**config.mk**
```make
export PLATFORM = sky130hd
export DESIGN_NAME = coo_aggregate_engine
export DESIGN_NICKNAME = d
export VERILOG_FILES = /design/src/rtl/gcn_pkg.sv /design/src/rtl/sat_add_vec.sv /design/src/rtl/coo_aggregate_engine.sv
export SDC_FILE = /design/constraint.sdc
export NUM_CORES = 1
export LEC_CHECK = 0
export CAP_MARGIN = 30
export CELL_PAD_IN_SITES_DETAIL_PLACEMENT = 1
export CELL_PAD_IN_SITES_GLOBAL_PLACEMENT = 2
export CORE_MARGIN = 3
export CORE_UTILIZATION = 37
export CTS_CLUSTER_DIAMETER = 200
export DETAILED_ROUTE_END_ITERATION = 8
export PLACE_DENSITY_LB_ADDON = 0.05
export SLEW_MARGIN = 20
export SYNTH_ARGS = -nofsm -noshare
export SYNTH_HDL_FRONTEND = slang
export SYNTH_SLANG_ARGS = --single-unit
```
**constraint.sdc**
```tcl
create_clock -name clk -period 8.6 [get_ports clk]
set_input_delay 1.29 -clock clk [delete_from_list [all_inputs] [get_ports clk]]
set_output_delay 1.29 -clock clk [all_outputs]
set_load 0.01 [all_outputs]
```
**src/rtl/gcn_pkg.sv**
```systemverilog
// Shared types and constants for the COO graph aggregation engine.
// Holds the controller state encoding and the saturating-adder guard width.
package gcn_pkg;

  typedef enum logic [2:0] {
    IDLE,
    CLEAR,
    SEED,
    EDGE,
    STREAM,
    FIN
  } state_e;

  // One guard bit above the accumulator catches the carry that triggers saturation.
  localparam int SAT_CARRY_W = 1;

  localparam logic [2:0] PH_ADDR = 3'd0;
  localparam logic [2:0] PH_IDX  = 3'd1;
  localparam logic [2:0] PH_FWD  = 3'd2;
  localparam logic [2:0] PH_RIDX = 3'd3;
  localparam logic [2:0] PH_REV  = 3'd4;

endpackage

```
**src/rtl/sat_add_vec.sv**
```systemverilog
// NUM_CH parallel unsigned adders that clamp at 2^ACC_W-1 instead of wrapping.
module sat_add_vec #(
  parameter int NUM_CH = 3,
  parameter int DATA_W = 16,
  parameter int ACC_W  = 20
) (
  input  logic [NUM_CH-1:0][ACC_W-1:0]  acc_i,
  input  logic [NUM_CH-1:0][DATA_W-1:0] add_i,
  output logic [NUM_CH-1:0][ACC_W-1:0]  sum_o
);
  import gcn_pkg::*;

  localparam int WIDE_W = ACC_W + SAT_CARRY_W;

  for (genvar c = 0; c < NUM_CH; c++) begin : g_ch
    logic [WIDE_W-1:0] wide;
    assign wide     = WIDE_W'(acc_i[c]) + WIDE_W'(add_i[c]);
    assign sum_o[c] = (wide[WIDE_W-1:ACC_W] != '0) ? '1 : wide[ACC_W-1:0];
  end

endmodule

```
**src/rtl/coo_aggregate_engine.sv**
```systemverilog
// Aggregates transformed node rows along COO edges into per-node accumulators,
// then streams the accumulated rows out over a valid/ready handshake.
module coo_aggregate_engine #(
  parameter int NUM_NODES = 6,
  parameter int NUM_EDGES = 6,
  parameter int NUM_CH    = 3,
  parameter int DATA_W    = 16,
  parameter int ACC_W     = 20,
  parameter int SELF_LOOP = 1,
  parameter int SYMMETRIC = 0,
  parameter int IDX_W     = $clog2(NUM_NODES),
  parameter int EDGE_W    = $clog2(NUM_EDGES)
) (
  input  logic                           clk,
  input  logic                           reset,
  input  logic                           start,
  output logic [EDGE_W-1:0]              coo_address,
  input  logic [1:0][IDX_W-1:0]          coo_in,
  output logic [IDX_W-1:0]               row_index,
  input  logic [NUM_CH-1:0][DATA_W-1:0]  row_data,
  output logic                           out_valid,
  input  logic                           out_ready,
  output logic [IDX_W-1:0]               out_node,
  output logic [NUM_CH-1:0][ACC_W-1:0]   out_data,
  output logic                           busy,
  output logic                           done,
  output logic                           err
);
  import gcn_pkg::*;

  localparam int CNT_W = (IDX_W > EDGE_W) ? IDX_W : EDGE_W;
  localparam logic [CNT_W-1:0] LAST_NODE = CNT_W'(NUM_NODES - 1);
  localparam logic [CNT_W-1:0] LAST_EDGE = CNT_W'(NUM_EDGES - 1);

  state_e                        state_q, state_d;
  logic [2:0]                    phase_q, phase_d;
  logic [CNT_W-1:0]              cnt_q, cnt_d;
  logic [IDX_W-1:0]              src_q, src_d, dst_q, dst_d;
  logic                          skip_q, skip_d, err_q, err_d;
  logic [NUM_CH-1:0][ACC_W-1:0]  acc_q [NUM_NODES];

  logic                          acc_clr, acc_we, edge_next, edge_oob, rev_needed;
  logic [IDX_W-1:0]              acc_sel;
  logic [NUM_CH-1:0][ACC_W-1:0]  sum, seed_ext, acc_wdata;

  assign edge_oob   = (int'(coo_in[0]) >= NUM_NODES) || (int'(coo_in[1]) >= NUM_NODES);
  assign rev_needed = (SYMMETRIC != 0) && (src_q != dst_q);

  assign acc_sel = (state_q == SEED)                         ? cnt_q[IDX_W-1:0] :
                   (state_q == EDGE && phase_q == PH_REV)    ? src_q : dst_q;

  for (genvar c = 0; c < NUM_CH; c++) begin : g_seed
    assign seed_ext[c] = ACC_W'(row_data[c]);
  end

  sat_add_vec #(.NUM_CH(NUM_CH), .DATA_W(DATA_W), .ACC_W(ACC_W)) u_sat (
    .acc_i (acc_q[acc_sel]),
    .add_i (row_data),
    .sum_o (sum)
  );

  assign acc_wdata = (state_q == SEED) ? seed_ext : sum;

  always_comb begin
    state_d     = state_q;
    phase_d     = phase_q;
    cnt_d       = cnt_q;
    src_d       = src_q;
    dst_d       = dst_q;
    skip_d      = skip_q;
    err_d       = err_q;
    acc_clr     = 1'b0;
    acc_we      = 1'b0;
    edge_next   = 1'b0;
    coo_address = '0;
    row_index   = '0;
    case (state_q)
      IDLE: if (start) begin
        state_d = CLEAR;
        err_d   = 1'b0;
        cnt_d   = '0;
        phase_d = PH_ADDR;
      end
      CLEAR: begin
        acc_clr = 1'b1;
        cnt_d   = '0;
        phase_d = PH_ADDR;
        state_d = (SELF_LOOP != 0) ? SEED : EDGE;
      end
      SEED: begin
        row_index = cnt_q[IDX_W-1:0];
        if (phase_q == PH_ADDR) begin
          phase_d = PH_IDX;
        end else begin
          acc_we  = 1'b1;
          phase_d = PH_ADDR;
          if (cnt_q == LAST_NODE) begin
            cnt_d   = '0;
            state_d = EDGE;
          end else begin
            cnt_d = cnt_q + 1'b1;
          end
        end
      end
      EDGE: begin
        coo_address = cnt_q[EDGE_W-1:0];
        case (phase_q)
          PH_ADDR: phase_d = PH_IDX;
          PH_IDX: begin
            src_d   = coo_in[0];
            dst_d   = coo_in[1];
            skip_d  = edge_oob;
            phase_d = PH_FWD;
            if (edge_oob) err_d = 1'b1;
            else          row_index = coo_in[0];
          end
          PH_FWD: begin
            acc_we = !skip_q;
            // Skipped edges still spend the same cycles so run length never depends on data validity.
            if (rev_needed) phase_d   = PH_RIDX;
            else            edge_next = 1'b1;
          end
          PH_RIDX: begin
            if (!skip_q) row_index = dst_q;
            phase_d = PH_REV;
          end
          PH_REV: begin
            acc_we    = !skip_q;
            edge_next = 1'b1;
          end
          default: phase_d = PH_ADDR;
        endcase
        if (edge_next) begin
          phase_d = PH_ADDR;
          if (cnt_q == LAST_EDGE) begin
            cnt_d   = '0;
            state_d = STREAM;
          end else begin
            cnt_d = cnt_q + 1'b1;
          end
        end
      end
      STREAM: if (out_ready) begin
        if (cnt_q == LAST_NODE) state_d = FIN;
        else                    cnt_d   = cnt_q + 1'b1;
      end
      FIN: begin
        state_d = IDLE;
        cnt_d   = '0;
      end
      default: state_d = IDLE;
    endcase
  end

  always_ff @(posedge clk) begin
    if (reset) begin
      state_q <= IDLE;
      phase_q <= PH_ADDR;
      cnt_q   <= '0;
      src_q   <= '0;
      dst_q   <= '0;
      skip_q  <= 1'b0;
      err_q   <= 1'b0;
    end else begin
      state_q <= state_d;
      phase_q <= phase_d;
      cnt_q   <= cnt_d;
      src_q   <= src_d;
      dst_q   <= dst_d;
      skip_q  <= skip_d;
      err_q   <= err_d;
    end
  end

  always_ff @(posedge clk) begin
    if (reset || acc_clr) begin
      for (int n = 0; n < NUM_NODES; n++) acc_q[n] <= '0;
    end else if (acc_we) begin
      acc_q[acc_sel] <= acc_wdata;
    end
  end

  assign out_valid = (state_q == STREAM);
  assign out_node  = out_valid ? cnt_q[IDX_W-1:0] : '0;
  assign out_data  = out_valid ? acc_q[out_node] : '0;
  assign busy      = (state_q == CLEAR) || (state_q == SEED) || (state_q == EDGE) || (state_q == STREAM);
  assign done      = (state_q == FIN);
  assign err       = err_q;

endmodule

```
== Word-level counts from Yosys, hierarchy flattened ==
Memories as Yosys holds them, arrays and structs flattened.
Index checks and enable logic that the tools add are counted.
Cells by class
  equal/unequal tests: 21
  muxes and demuxes: 50
  reduce and logical (&&, ||, !) cells: 20
  order comparisons: 2
  $add $sub $neg: 4
Operators by type and width (number)
  60-bit 2-to-1 mux: 3
  20-bit by 16-bit adder with 21-bit output: 3
  3-bit 2-to-1 mux: 21
  20-bit 2-to-1 mux: 3
  60-bit OR reduction: 1
  3-bit case mux with 5 select lines: 2
  3-bit case mux with 4 select lines: 2
  1-bit 2-to-1 mux: 15
  2-bit != test, second input constant: 7
  3-bit by 2-bit equality test with 1-bit output, second input constant: 4
  3-bit equality test, second input constant: 4
  3-bit case mux with 2 select lines: 2
  7-bit AND reduction: 1
  3-bit by 1-bit equality test with 1-bit output, second input constant: 2
  3-bit >= comparator, second input constant: 2
  3-bit zero test: 2
  2-bit by 1-bit != test with 1-bit output, second input constant: 3
  6-bit AND reduction: 1
  1-bit logical OR: 5
  5-bit nonzero test: 1
  1-bit case mux with 2 select lines: 2
  4-bit AND reduction: 1
  4-bit nonzero test: 1
  2-bit OR reduction: 2
  7 further kinds: 7
Word-level totals
  input bits: 58
  flip-flop bits (word level): 17
  memories kept: 1
  output and inout bits: 73
  logic and storage cells: 105
  bits in writable memories: 360
Memory list
  acc_q: words 6, width 60, rd ports 2, clocked after Yosys merged registers in 0, wr ports 6, line coo_aggregate_engine.sv:40  | logic [NUM_CH-1:0][ACC_W-1:0] acc_q [NUM_NODES];

== Depth between registers and ports, before layout ==
Gate-level depths: netlist (run 1).
  depth in word-level cells: 9
  gate-level depth with buffers: 27
  depth with buffers taken out: 19

== Cells and area by module ==
A second synthesis (run 1) with hierarchy kept.
Unflattened totals
  cells, all modules: 3240
  area, all modules: 34255.4 um^2
By module, submodules not included
  coo_aggregate_engine: sequential area each 14754.2 um^2, cells an instance 2861, area an instance 31571.5 um^2, instances 1
  sat_add_vec: sequential area each 0.0 um^2, cells an instance 379, area an instance 2683.8 um^2, instances 1

== Least setup slack after synthesis (run 1) ==
Ideal clock, no wire load.
  path type: flip-flop to flip-flop
  start: reg phase_q[0]
  end: mem acc_q[5][0] (netlist name), enable pin
  arrival: 8.599 ns
  library setup time: 0.642 ns
  required time: 7.958 ns
  cell stages (with the launch flop): 12
  path buffers: 7
  slack: -0.641 ns
  period minus slack after synthesis: 9.241 ns
  cells stage by stage: dfxtp_1 -> clkbuf_1 -> or3b_1 -> clkbuf_1 -> mux2_2 -> a221o_1 -> buf_6 -> buf_6 -> buf_4 -> buf_2 -> clkbuf_1 -> o41ai_1
RTL lines
  start, declared: line coo_aggregate_engine.sv:36  | logic [2:0] phase_q, phase_d;
  start signal, assigned: line coo_aggregate_engine.sv:166  | phase_q <= phase_d;
  end, declared: line coo_aggregate_engine.sv:40

==> summary.md, run 1 <==
* **M1 wire length** 49200 um
* **Synth Cell Area** 28900 um2
* **Overflow after GRT** 0
* **count of maximum capacitance violations** 0
* **Worst-Margin Slew** 0.947 ns
* **pin count of the biggest net entering global routing** 101
* **setup repair after global routing missed its margin** false
* **required time worst endpoint** 9.08 ns
* **max-slew violation total from the final report** 0
* **wire length of the first global-routing pass** 166000 um
* **fraction of the yosys area taken by sequential cells** 51.1%
* **number of global-route vias before repair** 24786
* **Ports** 131
* **Pre-Repair DR Iteration Count** 5
* **Pint** 0.00553 W
* **die span in y** 285 um
* **number of standard cells in the final layout excluding fillers** 3920
* **Max VDD drop** 0.000179 V
* **Gates resized, CTS repair** 0
* **Starting DRT DRC Count** 1868
* **count of antenna-violating nets left after detailed routing** 0
* **Sequential Area** 14800 um2
* **switch share** 34.8%
* **clk slew on worst S/H paths** 0.06 ns
* **met2 wire len** 53700 um
* **post-CTS setup buffer count** 0
* **Static Leak** 12.1 nW
* **power share of the clock group** 29.3%
* **part of the total power dissipated in sequential elements** 39.6%
* **ratio of total power to cell area** 255 nW/um2
* **effective utilization at floorplan** 37.7%
* **final hold violation count** 0
* **placed instance area** 31400 um2
* **fin area** 33300 um2
* **CP endpoint kind** flip-flop
* **post-route clock period utilization** 83.7%
* **layout cells sized above 1** 13.7%
* **Clock Tree Buf Depth** 3
* **global router's overall resource usage** 27.6%
* **# fillers** 8371
* **post-route worst hold slack** 0.471 ns
* **power spent charging and discharging nets** 0.00295 W
* **total area of multi-input combinational cells** 13200 um2
* **CTS tree** built
* **Routed met3 length** 6720 um
* **cell count after placement** 3810
* **final sum of negative setup slack** 0 ns
* **total vias in the final route** 23494
* **Post-layout nets** 2953
* **Syn Inst Count** 2787
* **CTS buffer count** 59
* **Root Buffer Master** sky130_fd_sc_hd__clkbuf_16
* **slew margin rel.** 36.9%
* **synth unique cells** 78
* **Synth Warn #** 0
* **area of the core** 76600 um2
* **share of synthesized flip-flops with an asynchronous set or reset** 0%
* **Worst Skew** 0.0161 ns
* **per-cell via count in the routed design** 5.99
* **number of enable flip-flop cells after synthesis** 480
* **half-perimeter wire length after detailed placement** 70900 um
* **RePlAce Congestion** 0.833
* **DRC Markers** 0
* **average routed wire per standard cell** 29.1 um
* **H-tree Lvls** 2
* **Total Wirelength** 114000 um
* **Critical Path AT** 7.68 ns
* **DIE AREA** 81400 um2
* **number of endpoints failing setup at the final stage** 0
* **mean instance size in the synthesized netlist** 10.4 um2
* **status** finished, final reports clean
* **topmost layer with routed signal wires** met5
* **number of hold-repair buffers added at the cts stage** 0
* **flip-flop cell with the highest count after synthesis** sky130_fd_sc_hd__edfxtp_1
* **achievable frequency** 139 MHz
* **logic gate share of total power** 31.2%
* **overall die width** 285 um
* **synthesis-to-layout area growth** 15.3%
* **nets in the synthesized netlist** 2898
* **clock insertion delay at the later pin of the skew report** 0.63 ns
* **standard-cell rows** 101
* **startpoint type of the worst setup path** flip-flop
* **Hold Crit Class** flip-flop to flip-flop
* **I/O Buffers** 130
* **classification of the worst setup path** flip-flop to flip-flop
* **total power draw** 0.00849 W
* **number of flip-flops and latches in the synthesized netlist** 497
* **largest driver fanout on the critical path** 75
* **clock sinks** 497
* **antenna violations before repair** 3
* **minimum clock period after layout** 7.19 ns
[worst max-delay path, stage by stage, from the launching register on]
cell,delay [ns]
sky130_fd_sc_hd__dfxtp_1,0.47
sky130_fd_sc_hd__nand2b_1,0.48
sky130_fd_sc_hd__nor3_1,0.68
sky130_fd_sc_hd__a221o_4,0.57
sky130_fd_sc_hd__buf_12,0.39
sky130_fd_sc_hd__nand2_1,0.11
sky130_fd_sc_hd__and3_1,0.18
sky130_fd_sc_hd__a311oi_1,0.24
sky130_fd_sc_hd__a31o_2,0.15
sky130_fd_sc_hd__ha_1,0.21
sky130_fd_sc_hd__inv_1,0.09
sky130_fd_sc_hd__fa_1,0.42
sky130_fd_sc_hd__nor2b_1,0.17
sky130_fd_sc_hd__o21a_1,0.16
sky130_fd_sc_hd__o21ai_0,0.17
sky130_fd_sc_hd__a211oi_1,0.56
sky130_fd_sc_hd__o311a_1,0.30
sky130_fd_sc_hd__o221ai_1,0.16
sky130_fd_sc_hd__and3b_2,0.83
sky130_fd_sc_hd__o221a_2,0.42
sky130_fd_sc_hd__and2_1,0.16
[synth_stat cells, types with 10 or more instances]
master                     count  area, um2
sky130_fd_sc_hd__buf_4        10       75.1
sky130_fd_sc_hd__dfxtp_1      17        340
sky130_fd_sc_hd__mux2i_1      11        110
sky130_fd_sc_hd__and2_1       25        156
sky130_fd_sc_hd__nor3_1       62        310
sky130_fd_sc_hd__nor2_1      339       1270
sky130_fd_sc_hd__a211oi_1     27        203
sky130_fd_sc_hd__o21ai_0      55        275
sky130_fd_sc_hd__and3_1       88        551
sky130_fd_sc_hd__buf_2        24        120
sky130_fd_sc_hd__clkbuf_1    127        477
sky130_fd_sc_hd__buf_1        39        146
sky130_fd_sc_hd__a311oi_1     61        534
sky130_fd_sc_hd__o21a_1       10       75.1
sky130_fd_sc_hd__mux4_2      116       2610
sky130_fd_sc_hd__a21o_1       24        180
sky130_fd_sc_hd__xor2_1       12        105
sky130_fd_sc_hd__nand2b_1     11       68.8
sky130_fd_sc_hd__ha_1         50        626
sky130_fd_sc_hd__a21oi_1     125        626
sky130_fd_sc_hd__xnor2_1      23        201
sky130_fd_sc_hd__nand2_1     638       2390
sky130_fd_sc_hd__nand3_1     118        591
sky130_fd_sc_hd__inv_1        63        236
sky130_fd_sc_hd__a31o_2       52        455
sky130_fd_sc_hd__a31oi_1      20        125
sky130_fd_sc_hd__edfxtp_1    480      14400
[worst paths after layout]
check | startpoint | endpoint | slack, ns | depth (start not counted)
worst max-delay path | state_q[2]$_SDFFE_PP0P_ | acc_q[0][55]$_SDFFCE_PN0P_ | 1.41 | 20
worst min-delay path | src_q[0]$_SDFFE_PP0P_ | src_q[0]$_SDFFE_PP0P_ | 0.47 | 2
worst max register to register | state_q[2]$_SDFFE_PP0P_ | acc_q[0][55]$_SDFFCE_PN0P_ | 1.41 | 20
worst min register to register | src_q[0]$_SDFFE_PP0P_ | src_q[0]$_SDFFE_PP0P_ | 0.47 | 2
[power by group through the flow]
| stage | Sequential, W | Clock (W) | Combinational, W |
|---|---|---|---|
| detailed placement | 0.00340 | 0 | 0.00262 |
| floorplan | 0.00330 | 0 | 0.00173 |
| global placement | 0.00338 | 0 | 0.00258 |
| finish | 0.00336 | 0.00248 | 0.00264 |
| global route | 0.00340 | 0.00263 | 0.00286 |
| CTS | 0.00336 | 0.00252 | 0.00263 |
[cell families (layout without fill, tap and decap cells)]
| family | after synthesis | count (layout) | synth area share (%) |
|---|---|---|---|
| AO/OA/AOI/OAI | 471 | 471 | 12.2 |
| XOR/XNOR | 35 | 35 | 1.06 |
| adder cells (fa/ha/maj) | 54 | 54 | 2.41 |
| buffers and inverters | 269 | 371 | 3.84 |
| flip-flops | 497 | 497 | 51.1 |
| multiplexers | 137 | 137 | 9.84 |
| other | 0 | 1 | 0 |
| AND/OR/NAND/NOR | 1324 | 1324 | 19.6 |
[placed cells by master (no fill, tap or decap), types with 14 or more instances in the layout]
master	Yosys	final
sky130_fd_sc_hd__ha_1	50	50
sky130_fd_sc_hd__a211oi_1	27	27
sky130_fd_sc_hd__o21ai_0	55	54
sky130_fd_sc_hd__clkbuf_1	127	14
sky130_fd_sc_hd__nand2_1	638	631
sky130_fd_sc_hd__nor3_1	62	60
sky130_fd_sc_hd__a31o_2	52	52
sky130_fd_sc_hd__clkbuf_16	0	61
sky130_fd_sc_hd__a21oi_1	125	125
sky130_fd_sc_hd__nor2_1	339	337
sky130_fd_sc_hd__mux4_2	116	116
sky130_fd_sc_hd__a31oi_1	20	20
sky130_fd_sc_hd__buf_4	10	62
sky130_fd_sc_hd__and2_1	25	25
sky130_fd_sc_hd__and3_1	88	88
sky130_fd_sc_hd__nand3_1	118	114
sky130_fd_sc_hd__edfxtp_1	480	480
sky130_fd_sc_hd__inv_1	63	63
sky130_fd_sc_hd__dfxtp_1	17	14
sky130_fd_sc_hd__a311oi_1	61	61
sky130_fd_sc_hd__xnor2_1	23	23
sky130_fd_sc_hd__a21o_1	24	24
sky130_fd_sc_hd__clkdlybuf4s50_1	0	130
[flip-flops by register name (all words and copies together), names as in the netlist]
signal / cells
src_q: 3
acc_q: 480
err: 1
phase_q: 3
cnt_q: 3
state_q: 3
dst_q: 3
skip_q: 1
[metrics by stage]
| stage | setup WS (ns) | util (%) |
|---|---|---|
| 3_3_place_gp | 1.37 | 40.9 |
| 6_report | 1.41 | 43.4 |
| 2_1_floorplan | 0.0252 | - |
| 5_1_grt | 0.872 | 43.4 |
| 3_5_place_dp | 1.56 | 40.9 |
| 4_1_cts | 1.51 | 43.4 |
[layout make-up]
class / count / share of cell area (%)
Sequential cell: 497 / 44.4
Multi-Input combinational cell: 2021 / 39.6
Timing Repair Buffer: 198 / 5.70
Clock buffer: 75 / 4.75
Tap cell: 1030 / 3.87
Clock inverter: 33 / 0.892
Inverter: 65 / 0.745
Antenna cell: 1 / 0.00752
[metal layers]
layer / GRT usage [%] / vias up
met2: 45.9 / 746
met5: 0 / -
li1: - / 10343
met3: 4.34 / 229
met1: 36.3 / 12174
met4: 10.4 / 2
No activity file was read; power rests on OpenSTA's default activity.
==> inputs of run 2 (changes only) <==
--- a/config.mk
+++ b/config.mk
@@ -9,7 +9,7 @@
 export CELL_PAD_IN_SITES_DETAIL_PLACEMENT = 1
 export CELL_PAD_IN_SITES_GLOBAL_PLACEMENT = 2
 export CORE_MARGIN = 3
-export CORE_UTILIZATION = 37
+export CORE_UTILIZATION = 41
 export CTS_CLUSTER_DIAMETER = 200
 export DETAILED_ROUTE_END_ITERATION = 8
 export PLACE_DENSITY_LB_ADDON = 0.05
==> constraint.sdc (replaced) <==
create_clock -name clk -period 7.2 [get_ports clk]
set_input_delay 1.08 -clock clk [delete_from_list [all_inputs] [get_ports clk]]
set_output_delay 1.08 -clock clk [all_outputs]
set_load 0.01 [all_outputs]
==> run 2 against run 1 <==
Largest cell class unchanged; setup slack lost 0.91 ns; largest power group unchanged; fmax grew 7.4%; final cell count down 2.0%; non-clock buffer count grew 21; die area shrank 9.6%; critical path type unchanged; routed wire length shrank 2.7%; register-to-register slack got worse by 0.91 ns.
==> summary.md, run 2 (synthesized netlist as in run 1, its figures left out) <==
* **number of hold-repair buffers added at the cts stage** 0
* **slew margin rel.** 25.2%
* **max-slew violation total from the final report** 0
* **layout cells sized above 1** 14.3%
* **logic gate share of total power** 30.7%
* **critical register-to-register path endpoint** acc_q[1][42]$_SDFFCE_PN0P_
* **total vias in the final route** 23686
* **hold path cells** 2
* **antenna diode count** 0
* **required time worst endpoint** 7.65 ns
* **Total Wirelength** 111000 um
* **classification of the worst setup path** flip-flop to flip-flop
* **Gates resized, CTS repair** 0
* **ratio of total power to cell area** 305 nW/um2
* **antenna violations before repair** 1
* **setup repair after global routing missed its margin** false
* **Max VDD drop** 0.000190 V
* **final sum of negative setup slack** 0 ns
* **post-layout worst setup margin** 0.498 ns
* **area of the core** 69200 um2
* **# fillers** 7557
* **standard-cell rows** 96
* **Post-layout nets** 2975
* **CTS buffer count** 59
* **RePlAce Congestion** 0.848
* **final hold violation count** 0
* **Root Buffer Master** sky130_fd_sc_hd__clkbuf_16
* **status** finished, final reports clean
* **number of flip-flops in the largest register** 480
* **pin count of the biggest net entering global routing** 126
* **average routed wire per standard cell** 28.9 um
* **Pre-Repair DR Iteration Count** 5
* **clock sinks** 497
* **global router's overall resource usage** 29.5%
* **Hold Path End** src_q[0]$_SDFFE_PP0P_
* **overall die width** 271 um
* **critical hold path startpoint** src_q[0]$_SDFFE_PP0P_
* **number of global-route vias before repair** 24537
* **startpoint type of the worst setup path** flip-flop
* **Worst R2R Path Depth** 21
* **Clock Tree Buf Depth** 3
* **CP endpoint kind** flip-flop
* **post-route clock period utilization** 93.1%
* **top register by number of flip-flops** acc_q
* **total area of multi-input combinational cells** 13200 um2
* **per-cell via count in the routed design** 6.17
* **I/O Buffers** 130
* **launch point of the worst reg-to-reg path** state_q[1]$_SDFFE_PP0P_
* **post-CTS setup buffer count** 0
* **Sequential Area** 14800 um2
* **part of the total power dissipated in sequential elements** 39.7%
* **commonest cells after routing, fill and taps aside** 631 x sky130_fd_sc_hd__nand2_1, 480 x sky130_fd_sc_hd__edfxtp_1, 338 x sky130_fd_sc_hd__nor2_1
* **most common cell after layout, fill and taps aside** sky130_fd_sc_hd__nand2_1
* **switch share** 34.2%
* **DIE AREA** 73600 um2
* **minimum clock period after layout** 6.70 ns
* **Critical Path AT** 7.16 ns
* **Ports** 131
* **CTS tree** built
* **H-tree Lvls** 2
* **worst setup slack for register-to-register paths** 0.50 ns
* **achievable frequency** 149 MHz
* **effective utilization at floorplan** 41.7%
* **synthesis-to-layout area growth** 15.6%
* **post-layout utilization of the core** 48.2%
* **minimum setup slack after placement** 0.391 ns
* **Worst-Margin Slew** 1.12 ns
* **half-perimeter wire length after detailed placement** 68600 um
* **Pint** 0.00669 W
* **Worst Skew** 0.0223 ns
* **power spent charging and discharging nets** 0.00348 W
* **Static Leak** 12.2 nW
* **Starting DRT DRC Count** 2143
* **die span in y** 271 um
* **count of maximum capacitance violations** 0
* **Hold Crit Class** flip-flop to flip-flop
* **power share of the clock group** 29.6%
* **number of endpoints failing setup at the final stage** 0
* **count of antenna-violating nets left after detailed routing** 0
* **DRC Markers** 0
* **largest driver fanout on the critical path** 24
* **wire length of the first global-routing pass** 163000 um
* **clk slew on worst S/H paths** 0.06 ns
* **Overflow after GRT** 0
* **clock insertion delay at the later pin of the skew report** 0.63 ns
[run 2: worst max path at each step]
stage	cells after the start	to	startpoint
after detailed placement	21	acc_q[0][34]$_SDFFCE_PN0P_	state_q[2]$_SDFFE_PP0P_
after global routing	21	acc_q[1][34]$_SDFFCE_PN0P_	state_q[1]$_SDFFE_PP0P_
after CTS	21	acc_q[0][34]$_SDFFCE_PN0P_	state_q[2]$_SDFFE_PP0P_
after global placement	21	acc_q[0][34]$_SDFFCE_PN0P_	state_q[2]$_SDFFE_PP0P_
after floorplan	10	acc_q[7][0]$_DFFE_PP_	state_q[2]$_SDFFE_PP0P_
final	21	acc_q[1][42]$_SDFFCE_PN0P_	state_q[1]$_SDFFE_PP0P_
[run 2: metrics by stage]
step / hold WS [ns] / instances / instance area (um2) / power, W
floorplan: 0.432 / 2787 / 28900 / 0.00601
finish: 0.484 / 3841 / 33400 / 0.0102
global placement: 0.460 / 3731 / 31400 / 0.00709
detailed placement: 0.476 / 3733 / 31400 / 0.00717
global route: 0.507 / 3841 / 33400 / 0.0106
CTS: 0.486 / 3840 / 33300 / 0.0102
[run 2: final cells by class]
class / instances / area share [%]
sequential: 497 / 44.3
multi-input combinational: 2022 / 39.6
timing repair buffer: 219 / 6.24
clock buffer: 76 / 4.74
tap: 931 / 3.49
clock inverter: 31 / 0.968
inverter: 65 / 0.739
[run 2: critical path: stages (launching register included)]
cell and delay [ns]:
sky130_fd_sc_hd__dfxtp_1 0.57, sky130_fd_sc_hd__nand2b_1 0.39, sky130_fd_sc_hd__nor3_1 0.63, sky130_fd_sc_hd__a221o_4 0.47
sky130_fd_sc_hd__buf_4 0.36, sky130_fd_sc_hd__nand2_1 0.08, sky130_fd_sc_hd__and3_1 0.16, sky130_fd_sc_hd__a311oi_1 0.25
sky130_fd_sc_hd__a31o_2 0.15, sky130_fd_sc_hd__ha_1 0.18, sky130_fd_sc_hd__inv_1 0.07, sky130_fd_sc_hd__fa_1 0.42
sky130_fd_sc_hd__nor2b_1 0.18, sky130_fd_sc_hd__o21a_1 0.18, sky130_fd_sc_hd__o21ai_0 0.23, sky130_fd_sc_hd__a211oi_1 0.43
sky130_fd_sc_hd__o311a_1 0.30, sky130_fd_sc_hd__o221ai_1 0.17, sky130_fd_sc_hd__and3b_2 0.48, sky130_fd_sc_hd__buf_4 0.37
sky130_fd_sc_hd__o221ai_4 0.21, sky130_fd_sc_hd__nor2_1 0.18
[run 2: power groups by stage]
| stage | clock network, W | logic [W] | registers [W] |
|---|---|---|---|
| floorplan | 0 | 0.00207 | 0.00394 |
| global placement | 0 | 0.00304 | 0.00405 |
| detailed placement | 0 | 0.00308 | 0.00408 |
| CTS | 0.00306 | 0.00310 | 0.00403 |
| global route | 0.00316 | 0.00336 | 0.00409 |
| finish | 0.00301 | 0.00312 | 0.00403 |
[run 2: layer usage]
| layer | vias up | global-route usage (%) | wire (um) |
|---|---|---|---|
| met3 | 194 | 3.64 | 6770 |
| met4 | 0 | 8.92 | 3480 |
| met1 | 12260 | 39.8 | 47300 |
| met5 | - | 0 | 0 |
| met2 | 861 | 50.0 | 53500 |
| li1 | 10371 | - | - |
==> inputs of run 3 (changes only) <==
--- a/config.mk
+++ b/config.mk
@@ -9,7 +9,8 @@
 export CELL_PAD_IN_SITES_DETAIL_PLACEMENT = 1
 export CELL_PAD_IN_SITES_GLOBAL_PLACEMENT = 2
 export CORE_MARGIN = 3
-export CORE_UTILIZATION = 41
+export CORE_UTILIZATION = 40
+export CTS_BUF_LIST = sky130_fd_sc_hd__clkbuf_4
 export CTS_CLUSTER_DIAMETER = 200
 export DETAILED_ROUTE_END_ITERATION = 8
 export PLACE_DENSITY_LB_ADDON = 0.05
==> run 3 against run 2 <==
Core utilization is 0.97 points lower; hold slack lost 0.0033 ns; final area is 0.20% higher; register-to-register slack worse by 0.03 ns; combinational power increased by 2%; non-clock buffer count grew 2; clock skew up 0.036 ns; flip-flop and latch count unchanged; critical path depth shrank 1; first-iteration DRC count is 9.3% lower; die area grew 2.4%; clock power fell by 8.0%; largest cell class unchanged.
==> summary.md, run 3 (synthesized netlist as in run 1, its figures left out) <==
* **status** finished, final reports clean
* **RePlAce Congestion** 0.870
* **clock insertion delay at the later pin of the skew report** 0.99 ns
* **layout cells sized above 1** 18.2%
* **CTS tree** built
* **total vias in the final route** 24437
* **largest driver fanout on the critical path** 15
* **Critical Path AT** 7.38 ns
* **Max VDD drop** 0.000174 V
* **total power draw** 0.00998 W
* **clk slew on worst S/H paths** 0.07 ns
* **Root Buffer Master** sky130_fd_sc_hd__clkbuf_4
* **required time worst endpoint** 7.85 ns
* **Hold Crit Class** flip-flop to flip-flop
* **CP endpoint kind** flip-flop
* **final hold violation count** 0
* **Clock Tree Buf Depth** 3
* **max-slew violation total from the final report** 0
* **commonest cells after routing, fill and taps aside** 631 x sky130_fd_sc_hd__nand2_1, 480 x sky130_fd_sc_hd__edfxtp_1, 339 x sky130_fd_sc_hd__nor2_1
* **startpoint type of the worst setup path** flip-flop
* **busiest layer in global routing** met2
* **overall die width** 275 um
* **count of antenna-violating nets left after detailed routing** 0
* **setup repair after global routing missed its margin** false
* **I/O Buffers** 130
* **DIE AREA** 75400 um2
* **minimum clock period after layout** 6.73 ns
* **Overflow after GRT** 0
* **post-route clock period utilization** 93.5%
* **top register by number of flip-flops** acc_q
* **fin area** 33400 um2
* **count of maximum capacitance violations** 0
* **number of global-route vias before repair** 25683
* **Worst-Margin Slew** 1.12 ns
* **number of hold-repair buffers added at the cts stage** 0
* **H-tree Lvls** 4
* **final sum of negative setup slack** 0 ns
* **most common cell after layout, fill and taps aside** sky130_fd_sc_hd__nand2_1
* **pin count of the biggest net entering global routing** 86
* **post-CTS setup buffer count** 0
* **Static Leak** 12.4 nW
* **effective utilization at floorplan** 40.8%
* **Total Wirelength** 113000 um
* **placed instance area** 31500 um2
* **average routed wire per standard cell** 28.2 um
* **DRC Markers** 0
* **Ports** 131
* **standard-cell rows** 97
* **antenna violations before repair** 1
* **die span in y** 275 um
* **number of endpoints failing setup at the final stage** 0
* **Worst Skew** 0.0583 ns
* **number of flip-flops in the largest register** 480
* **CTS buffer count** 144
* **classification of the worst setup path** flip-flop to flip-flop
* **wire length of the first global-routing pass** 165000 um
* **Pre-Repair DR Iteration Count** 5
* **met2 track demand over resource in global routing** 49.6%
* **half-perimeter wire length after detailed placement** 70000 um
* **clock sinks** 497
* **achievable frequency** 149 MHz
* **ratio of total power to cell area** 298 nW/um2
* **Starting DRT DRC Count** 1944
* **area of the core** 70800 um2
* **synthesis-to-layout area growth** 15.8%
* **met3 usage in global routing** 3.96%
* **slew margin rel.** 25.5%
* **met1 Usage GRT** 39.8%
* **per-cell via count in the routed design** 6.11
* **Post-layout nets** 3062
* **global router's overall resource usage** 29.7%
==> run 3: changes by cell type in the layout (fill, tap and decap cells not counted), moves of 2 or more <==
| cell | change |
|---|---|
| sky130_fd_sc_hd__diode_2 | +2 |
| sky130_fd_sc_hd__clkinv_1 | +24 |
| sky130_fd_sc_hd__buf_16 | +2 |
| sky130_fd_sc_hd__o21ai_1 | +2 |
| sky130_fd_sc_hd__clkbuf_4 | +202 |
| sky130_fd_sc_hd__o21ai_0 | -3 |
| sky130_fd_sc_hd__clkinv_2 | -5 |
| sky130_fd_sc_hd__inv_2 | +2 |
| sky130_fd_sc_hd__clkbuf_16 | -61 |
| sky130_fd_sc_hd__clkbuf_1 | -15 |
| sky130_fd_sc_hd__buf_4 | -3 |
==> run 3: critical path: stages, from the launching register on <==
cell and delay (ns):
sky130_fd_sc_hd__dfxtp_1 0.48, sky130_fd_sc_hd__or3b_1 0.50, sky130_fd_sc_hd__nand2_1 0.13, sky130_fd_sc_hd__o21ai_2 0.17, sky130_fd_sc_hd__a221oi_4 0.96, sky130_fd_sc_hd__buf_4 0.35
sky130_fd_sc_hd__buf_4 0.29, sky130_fd_sc_hd__a311oi_1 0.16, sky130_fd_sc_hd__a31o_2 0.25, sky130_fd_sc_hd__ha_1 0.34, sky130_fd_sc_hd__a2111oi_0 0.54, sky130_fd_sc_hd__o21a_1 0.22
sky130_fd_sc_hd__nor3_1 0.10, sky130_fd_sc_hd__a2111oi_0 0.54, sky130_fd_sc_hd__buf_4 0.21, sky130_fd_sc_hd__o21ai_0 0.16, sky130_fd_sc_hd__or2_2 0.31, sky130_fd_sc_hd__o2111ai_1 0.13
sky130_fd_sc_hd__mux2i_1 0.31, sky130_fd_sc_hd__buf_4 0.20, sky130_fd_sc_hd__nor2_1 0.07
==> run 3: final timing paths <==
check / slack, ns / cells after the start / startpoint / to
min: 0.48 / 2 / src_q[0]$_SDFFE_PP0P_ / src_q[0]$_SDFFE_PP0P_
min reg2reg: 0.48 / 2 / src_q[0]$_SDFFE_PP0P_ / src_q[0]$_SDFFE_PP0P_
max: 0.47 / 20 / phase_q[2]$_SDFFE_PP0P_ / acc_q[6][59]$_DFFE_PP_
max reg2reg: 0.47 / 20 / phase_q[2]$_SDFFE_PP0P_ / acc_q[6][59]$_DFFE_PP_
==> run 3: final cells by class <==
cell class,count,area [um2]
sequential,497,14800
antenna,2,5.00
clock buffer,202,1520
timing repair buffer,221,2150
clock inverter,50,355
inverter,65,248
multi-input combinational,2022,13200
fill,7773,37300
tap,940,1180
==> run 3: report_power, final <==
group	switching, W	total [W]	internal [W]
sequential	0.000296	0.00402	0.00372
clock	0.00127	0.00277	0.00151
combinational	0.00198	0.00319	0.00121
total	0.00354	0.00998	0.00644
==> run 3: through the flow <==
| stage | std cells | setup slack, ns | hold WS (ns) | utilization [%] |
|---|---|---|---|---|
| 2_1_floorplan | 2787 | 0.266 | 0.432 | - |
| 3_3_place_gp | 3738 | 0.504 | 0.468 | 44.4 |
| 3_5_place_dp | 3742 | 0.251 | 0.469 | 44.5 |
| 4_1_cts | 3994 | 0.195 | 0.478 | 47.2 |
| 5_1_grt | 3999 | 0.156 | 0.510 | 47.2 |
| 6_report | 3999 | 0.467 | 0.481 | 47.2 |
==> run 3: repair_timing <==
item / in CTS / in global routing
setup endpoints to repair: 0 / 82
resized for setup: 0 / 6
endpoints found under the hold margin: 0 / 0
==> run 3: metal layers <==
metal	up-vias	wire, um	share of wire [%]
li1	10636	-	-
met1	12662	48600	43
met2	911	54400	48
met3	228	6500	5.8
met4	0	3430	3.0
met5	-	0	0
